**src/rtl/miller_loop_seq_if.sv**
```systemverilog
// Handshake and strobe bundle between the Miller-loop sequencer and its
// surroundings (pairing top level, loop datapath, f3m/f36m multipliers).
interface miller_loop_seq_if #(
    parameter int CW = 7
);
    logic          start;
    logic          abort;
    logic          f3m_done;
    logic          f36m_done;
    logic          load;
    logic          f3m_start;
    logic          f36m_start;
    logic          update;
    logic [1:0]    d_out;
    logic [CW-1:0] iter;
    logic          busy;
    logic          done;
    logic          capture;

    modport master (
        input  start, abort, f3m_done, f36m_done,
        output load, f3m_start, f36m_start, update, d_out, iter, busy, done, capture
    );

    modport slave (
        output start, abort, f3m_done, f36m_done,
        input  load, f3m_start, f36m_start, update, d_out, iter, busy, done, capture
    );
endinterface

```
**src/rtl/miller_loop_seq.sv**
```systemverilog
// Counted start/done-handshaked sequencer for the Duursma-Lee Miller loop over
// GF(3^m); drives multiplier starts, datapath strobes and the per-iteration d.
module miller_loop_seq #(
    parameter int M     = 97,
    parameter int DELAY = 2,
    parameter int CW    = 7
) (
    input  logic              clk,
    input  logic              reset,
    miller_loop_seq_if.master bus
);
    localparam int DW = (DELAY > 1) ? $clog2(DELAY) : 1;
    localparam logic [DW-1:0] DLY_LAST  = DW'(DELAY - 1);
    localparam logic [CW-1:0] ITER_LAST = CW'(M);

    typedef enum logic [2:0] {
        S_IDLE   = 3'd0,
        S_LOAD   = 3'd1,
        S_WAIT   = 3'd2,
        S_F3M    = 3'd3,
        S_F36M   = 3'd4,
        S_UPDATE = 3'd5,
        S_FINISH = 3'd6
    } state_t;

    state_t        state_r, state_nxt_s;
    logic [DW-1:0] dly_r;
    logic          f3m_prev_r, f36m_prev_r;
    logic [CW-1:0] iter_r, iter_nxt_s, iter_inc_s;
    logic [1:0]    d_r, d_nxt_s;
    logic          load_r, f3m_start_r, f36m_start_r, update_r, busy_r, done_r, capture_r;
    logic          load_nxt_s, f3m_start_nxt_s, f36m_start_nxt_s, update_nxt_s;
    logic          busy_nxt_s, done_nxt_s, capture_nxt_s;
    logic          f3m_rise_s, f36m_rise_s, busy_state_s, abort_hit_s;

    // d walks 1, 0, 2, 1, ... i.e. d + 2 mod 3; 2'b11 is never produced
    function automatic logic [1:0] d_step(input logic [1:0] d);
        logic [1:0] r;
        case (d)
            2'd0:    r = 2'd2;
            2'd1:    r = 2'd0;
            2'd2:    r = 2'd1;
            default: r = 2'd1;
        endcase
        return r;
    endfunction

    assign f3m_rise_s   = bus.f3m_done & ~f3m_prev_r;
    assign f36m_rise_s  = bus.f36m_done & ~f36m_prev_r;
    assign busy_state_s = (state_r != S_IDLE) && (state_r != S_FINISH);
    assign abort_hit_s  = busy_state_s & bus.abort;
    assign iter_inc_s   = iter_r + CW'(1);

    // State register, delay counter, done-edge history and registered outputs
    always_ff @(posedge clk) begin
        if (!reset) begin
            state_r      <= S_IDLE;
            dly_r        <= {DW{1'b0}};
            f3m_prev_r   <= 1'b1;
            f36m_prev_r  <= 1'b1;
            iter_r       <= {CW{1'b0}};
            d_r          <= 2'd1;
            load_r       <= 1'b0;
            f3m_start_r  <= 1'b0;
            f36m_start_r <= 1'b0;
            update_r     <= 1'b0;
            busy_r       <= 1'b0;
            done_r       <= 1'b0;
            capture_r    <= 1'b0;
        end else begin
            state_r      <= state_nxt_s;
            dly_r        <= (state_r == S_WAIT) ? dly_r + DW'(1) : {DW{1'b0}};
            f3m_prev_r   <= bus.f3m_done;
            f36m_prev_r  <= bus.f36m_done;
            iter_r       <= iter_nxt_s;
            d_r          <= d_nxt_s;
            load_r       <= load_nxt_s;
            f3m_start_r  <= f3m_start_nxt_s;
            f36m_start_r <= f36m_start_nxt_s;
            update_r     <= update_nxt_s;
            busy_r       <= busy_nxt_s;
            done_r       <= done_nxt_s;
            capture_r    <= capture_nxt_s;
        end
    end

    // Next-state decode; abort overrides everything while busy
    always_comb begin
        state_nxt_s = state_r;
        if (abort_hit_s) begin
            state_nxt_s = S_IDLE;
        end else begin
            case (state_r)
                S_IDLE, S_FINISH: state_nxt_s = bus.start ? S_LOAD : state_r;
                S_LOAD:           state_nxt_s = S_WAIT;
                S_WAIT:           state_nxt_s = (dly_r == DLY_LAST) ? S_F3M : S_WAIT;
                S_F3M:            state_nxt_s = f3m_rise_s ? S_F36M : S_F3M;
                S_F36M:           state_nxt_s = f36m_rise_s ? S_UPDATE : S_F36M;
                S_UPDATE:         state_nxt_s = (iter_inc_s == ITER_LAST) ? S_FINISH : S_WAIT;
                default:          state_nxt_s = S_IDLE;
            endcase
        end
    end

    // Output decode from the upcoming state, so strobes line up with the state they belong to
    always_comb begin
        load_nxt_s       = (state_nxt_s == S_LOAD);
        f3m_start_nxt_s  = (state_nxt_s == S_F3M) && (state_r != S_F3M);
        f36m_start_nxt_s = (state_nxt_s == S_F36M) && (state_r != S_F36M);
        update_nxt_s     = (state_nxt_s == S_UPDATE);
        busy_nxt_s       = (state_nxt_s != S_IDLE) && (state_nxt_s != S_FINISH);
        done_nxt_s       = (state_nxt_s == S_FINISH);
        capture_nxt_s    = (state_nxt_s == S_FINISH) && (state_r != S_FINISH);
        iter_nxt_s       = iter_r;
        d_nxt_s          = d_r;
        if (abort_hit_s) begin
            iter_nxt_s = iter_r;
            d_nxt_s    = d_r;
        end else if (state_r == S_LOAD) begin
            iter_nxt_s = {CW{1'b0}};
            d_nxt_s    = 2'd1;
        end else if (state_r == S_UPDATE) begin
            iter_nxt_s = iter_inc_s;
            d_nxt_s    = d_step(d_r);
        end else begin
            iter_nxt_s = iter_r;
            d_nxt_s    = d_r;
        end
    end

    assign bus.load       = load_r;
    assign bus.f3m_start  = f3m_start_r;
    assign bus.f36m_start = f36m_start_r;
    assign bus.update     = update_r;
    assign bus.busy       = busy_r;
    assign bus.done       = done_r;
    assign bus.capture    = capture_r;
    assign bus.iter       = iter_r;
    assign bus.d_out      = d_r;
endmodule

```
**src/flat_wrapper.sv**
```systemverilog
// flat-port wrapper written by rule: the top's interface ports become plain ports
module miller_loop_seq_flat 
#(
    parameter int M     = 97,
    parameter int DELAY = 2,
    parameter int CW    = 7
)
  (clk, reset, bus_start, bus_abort, bus_f3m_done, bus_f36m_done, bus_load, bus_f3m_start, bus_f36m_start, bus_update, bus_d_out, bus_iter, bus_busy, bus_done, bus_capture);
  miller_loop_seq_if #(.CW(CW)) bus_i ();
  input  logic clk;
  input  logic reset;
  input wire logic [$bits(bus_i.start)-1:0] bus_start;
  input wire logic [$bits(bus_i.abort)-1:0] bus_abort;
  input wire logic [$bits(bus_i.f3m_done)-1:0] bus_f3m_done;
  input wire logic [$bits(bus_i.f36m_done)-1:0] bus_f36m_done;
  output wire logic [$bits(bus_i.load)-1:0] bus_load;
  output wire logic [$bits(bus_i.f3m_start)-1:0] bus_f3m_start;
  output wire logic [$bits(bus_i.f36m_start)-1:0] bus_f36m_start;
  output wire logic [$bits(bus_i.update)-1:0] bus_update;
  output wire logic [$bits(bus_i.d_out)-1:0] bus_d_out;
  output wire logic [$bits(bus_i.iter)-1:0] bus_iter;
  output wire logic [$bits(bus_i.busy)-1:0] bus_busy;
  output wire logic [$bits(bus_i.done)-1:0] bus_done;
  output wire logic [$bits(bus_i.capture)-1:0] bus_capture;
  assign bus_i.start = bus_start;
  assign bus_i.abort = bus_abort;
  assign bus_i.f3m_done = bus_f3m_done;
  assign bus_i.f36m_done = bus_f36m_done;
  assign bus_load = bus_i.load;
  assign bus_f3m_start = bus_i.f3m_start;
  assign bus_f36m_start = bus_i.f36m_start;
  assign bus_update = bus_i.update;
  assign bus_d_out = bus_i.d_out;
  assign bus_iter = bus_i.iter;
  assign bus_busy = bus_i.busy;
  assign bus_done = bus_i.done;
  assign bus_capture = bus_i.capture;
  miller_loop_seq #(.M(M), .DELAY(DELAY), .CW(CW)) u_core (.clk(clk), .reset(reset), .bus(bus_i));
endmodule
```
**config.mk**
```make
export PLATFORM = sky130hd
export DESIGN_NAME = miller_loop_seq_flat
export DESIGN_NICKNAME = d
export VERILOG_FILES = /design/src/rtl/miller_loop_seq_if.sv /design/src/rtl/miller_loop_seq.sv /design/src/flat_wrapper.sv
export SDC_FILE = /design/constraint.sdc
export NUM_CORES = 1
export LEC_CHECK = 0
export ABC_CLOCK_PERIOD_IN_PS = 2600
export CAP_MARGIN = 40
export CORE_MARGIN = 10
export CORE_UTILIZATION = 26
export DETAILED_ROUTE_END_ITERATION = 10
export PLACE_DENSITY_LB_ADDON = 0.25
export SLEW_MARGIN = 10
export SYNTH_ARGS = -nofsm -noshare
export SYNTH_HDL_FRONTEND = slang
export SYNTH_SLANG_ARGS = --single-unit
```
**constraint.sdc**
```tcl
create_clock -name clk -period 2.6 [get_ports clk]
set_clock_uncertainty 0.05 [all_clocks]
set_input_delay 0.52 -clock clk [delete_from_list [all_inputs] [get_ports clk]]
set_output_delay 0.52 -clock clk [all_outputs]
set_load 0.01 [all_outputs]
```
==> flow_metrics.py <==
metrics = {
    "yosys": {
        "synth_cell_type_count": 46,
        "ys_seq_area_share_pct": 39.15,
        "ys.flop_type": "dfxtp_1",
        "synthArstFlopShare_pct": 0,
        "synthTopCellsByArea": "dfxtp_1 39%, a21oi_1 4.4%, nand2_1 4.0%",
        "syn_inst": 131,
        "synth_warnings": 0,
        "synth_common_cells": "22 x dfxtp_1, 12 x nand2_1, 11 x nor2_1, 10 x a21oi_1",
        "synth_most_common_cell": "dfxtp_1",
        "synth_top_area_share_pct": 39.15,
        "syn_area_um2": 1125,
        "synth_top_area_cell": "dfxtp_1",
        "synth.avg_cell_area_um2": 8.586,
        "synth_nets": 139,
        "synth_edf_count": 0,
        "synth-seq-cells": 22,
    },
    "global_route": {
        "grt_pass1_wl_mm": 4.678,
        "grt_usage_pct": 7.482,
        "grt_start_max_net_pins": 18,
        "antenna_found_initial": 0,
        "grt_overflow": 0,
        "grt_pass1_vias": 1032,
    },
    "placement": {
        "port_buffers": 21,
        "placedInstanceArea_um2": 1381,
        "dp_cells": 199,
        "hpwl_mm": 1.959,
        "gp_congestion": 0.8191,
    },
    "setup_path": {
        "path_cells": "ha_1 > nand3_2 > or3_4 > a2111oi_4 > a21oi_2 > o221a_2",
        "crit_start": "u_core.bus.iter[0]",
        "crit_required_ns": 2.70,
        "r2r-start": "u_core.bus.iter[0]",
        "crit_buf_inv": 0,
        "reg2reg_depth": 6,
        "worst-r2r-setup-slack_ns": 0.38,
        "start_kind": "register",
        "reg2reg_to": "u_core.bus.busy",
        "worst_setup_path_end_kind": "register",
        "crit_type": "register to register",
        "slowest_delay_ns": 0.44,
        "cp_top_family": "compound AO/OA/AOI/OAI gates",
        "worstPathArrival_ns": 2.33,
        "crit_fanout": 7,
        "slowest_stage": "dfxtp_1",
    },
    "finish": {
        "fillCellCount": 454,
        "area_growth_pct": 27.70,
        "drive_gt1_share_pct": 12.42,
        "final_nets": 162,
        "antennaDiodeCount": 0,
        "utilization_pct": 35.15,
        "final_area_um2": 1436,
        "final_cells": 203,
    },
    "route": {
        "drt_pass1_iterations": 3,
        "drt-wirelength-per-cell_um": 12.95,
        "via_count": 1002,
        "ant_nets": 0,
        "drc_errors": 0,
        "drt_wl_total_mm": 2.629,
        "avgViaCountPerCell": 4.936,
        "drtIter0Drc": 28,
    },
    "sta": {
        "slew_headroom_pct": 62.56,
        "period_share_pct": 85.48,
        "final.min_clock_period_ns": 2.222,
        "rsz0062_at_grt": "false",
        "max_freq_ghz": 0.4500,
        "setup_violations": 0,
        "slew_violations": 0,
        "tns_ns": 0,
        "hold_violations": 0,
        "holdWs_ns": 0.4704,
        "worst_pin_slew_ns": 0.5609,
    },
    "cts": {
        "cts_hold_buf": 0,
        "clock_path_buffers": 2,
        "clock_latency_ns": 0.26,
        "cts_tree": "yes",
        "cts-root-buf": "clkbuf_8",
        "post_cts_resized": 0,
        "numCtsBuffers": 3,
        "clk_pin_slew_ns": 0.08,
        "cts_sinks": 22,
        "cts_setup_buffers": 0,
        "htreeDepth": 1,
    },
    "floorplanning": {
        "start_util_pct": 27.53,
        "core_area_um2": 4086,
        "rows": 23,
        "die_height_um": 85.78,
        "boundaryPins": 22,
        "die_area_um2": 7357,
        "die_w_um": 85.78,
    },
    "run": {
        "maxCapViolCount": 0,
    },
    "run_status": {
        "status": "finished clean",
    },
    "pwr": {
        "leakage_nw": 0.4776,
        "vdd_drop_max_mv": 0.2385,
        "power_density_nw_per_um2": 482.2,
    },
    "worst_hold_path": {
        "holdPathEnd": "u_core.bus.iter[5]",
        "min-delay-start": "u_core.bus.iter[5]",
        "holdPathStages": 2,
        "hold_path.class": "register to register",
    },
}
-- state kept, by name, summed over array words and instances, names as in the netlist --
name	count
u_core.bus.busy	1
u_core.bus.capture	1
u_core.bus.d_out	2
u_core.bus.done	1
u_core.bus.f36m_start	1
u_core.bus.f3m_start	1
u_core.bus.iter	7
u_core.bus.load	1
u_core.bus.update	1
u_core.dly_r	1
u_core.f36m_prev_r	1
u_core.f3m_prev_r	1
u_core.state_r	3
-- placed cells by master (no fill, tap or decap), drive strengths merged, types with 3 or more instances in the layout --
cell type      synthesis  layout
nand2                 13      13
buf                    5       3
clkdlybuf4s50          0      21
dfxtp                 22      22
inv                    5       5
a21oi                 12      12
or3                    3       3
clkbuf                 1       4
and3                   3       3
o21ai                  8       8
nor3b                  3       3
nor2                  11      11
nand3                  3       3
nor3                   8       8
-- worst max-delay path by stage --
| stage | to | slack, ns | depth (start not counted) |
|---|---|---|---|
| 3_5_place_dp | u_core.bus.load | 0.22 | 6 |
| 5_1_grt | u_core.bus.capture | 0.16 | 6 |
| 2_1_floorplan | u_core.bus.busy | 0.49 | 6 |
| 6_report | u_core.bus.busy | 0.38 | 6 |
| 4_1_cts | u_core.bus.busy | 0.37 | 6 |
| 3_3_place_gp | u_core.bus.load | 0.27 | 6 |
-- routing by layer --
metal / share of wire (%) / vias up / global-route usage (%)
li1: - / 516 / -
met1: 49 / 469 / 8.910
met2: 47 / 13 / 12.40
met3: 2.9 / 4 / 1.608
met4: 1.8 / 0 / 3.593
met5: 0 / - / 0
-- tightest hold or removal path, delay by kind of cell (launching register included) --
kind / cells / cell delay, ns
AOI/OAI and AO/OA: 1 / 0.05
DFF: 1 / 0.36
and+or+nand+nor: 1 / 0.07
-- cells by family after synthesis --
| kind of cell | count (synthesis) | synth area share (%) |
|---|---|---|
| AO/OA/AOI/OAI | 35 | 22.92 |
| XOR/XNOR | 3 | 2.336 |
| adder cells (fa/ha/maj) | 2 | 2.224 |
| buffers and inverters | 11 | 5.116 |
| flip-flops | 22 | 39.15 |
| AND/OR/NAND/NOR | 58 | 28.25 |
-- report_power, final --
part           switching (mW)  leakage, nW  internal (mW)
Sequential             0.0143        0.179          0.347
Clock                   0.111       0.0288          0.135
Combinational          0.0425        0.270         0.0431
-- stage by stage --
step,setup slack [ns],power [mW]
finish,0.3775,0.6926
global route,0.1574,0.7345
CTS,0.3695,0.7051
detailed placement,0.2231,0.4551
global placement,0.2685,0.4549
floorplan,0.4916,0.4246
-- layout make-up --
class	count	area [µm²]	share of cell area [%]
Clock buffer	4	55.05	3.833
Inverter	5	18.77	1.307
Multi-Input combinational cell	98	626.9	43.64
Sequential cell	22	440.4	30.66
Tap cell	50	62.56	4.355
Timing Repair Buffer	24	232.7	16.20
Note: power is estimated with default switching activity, not from simulation.
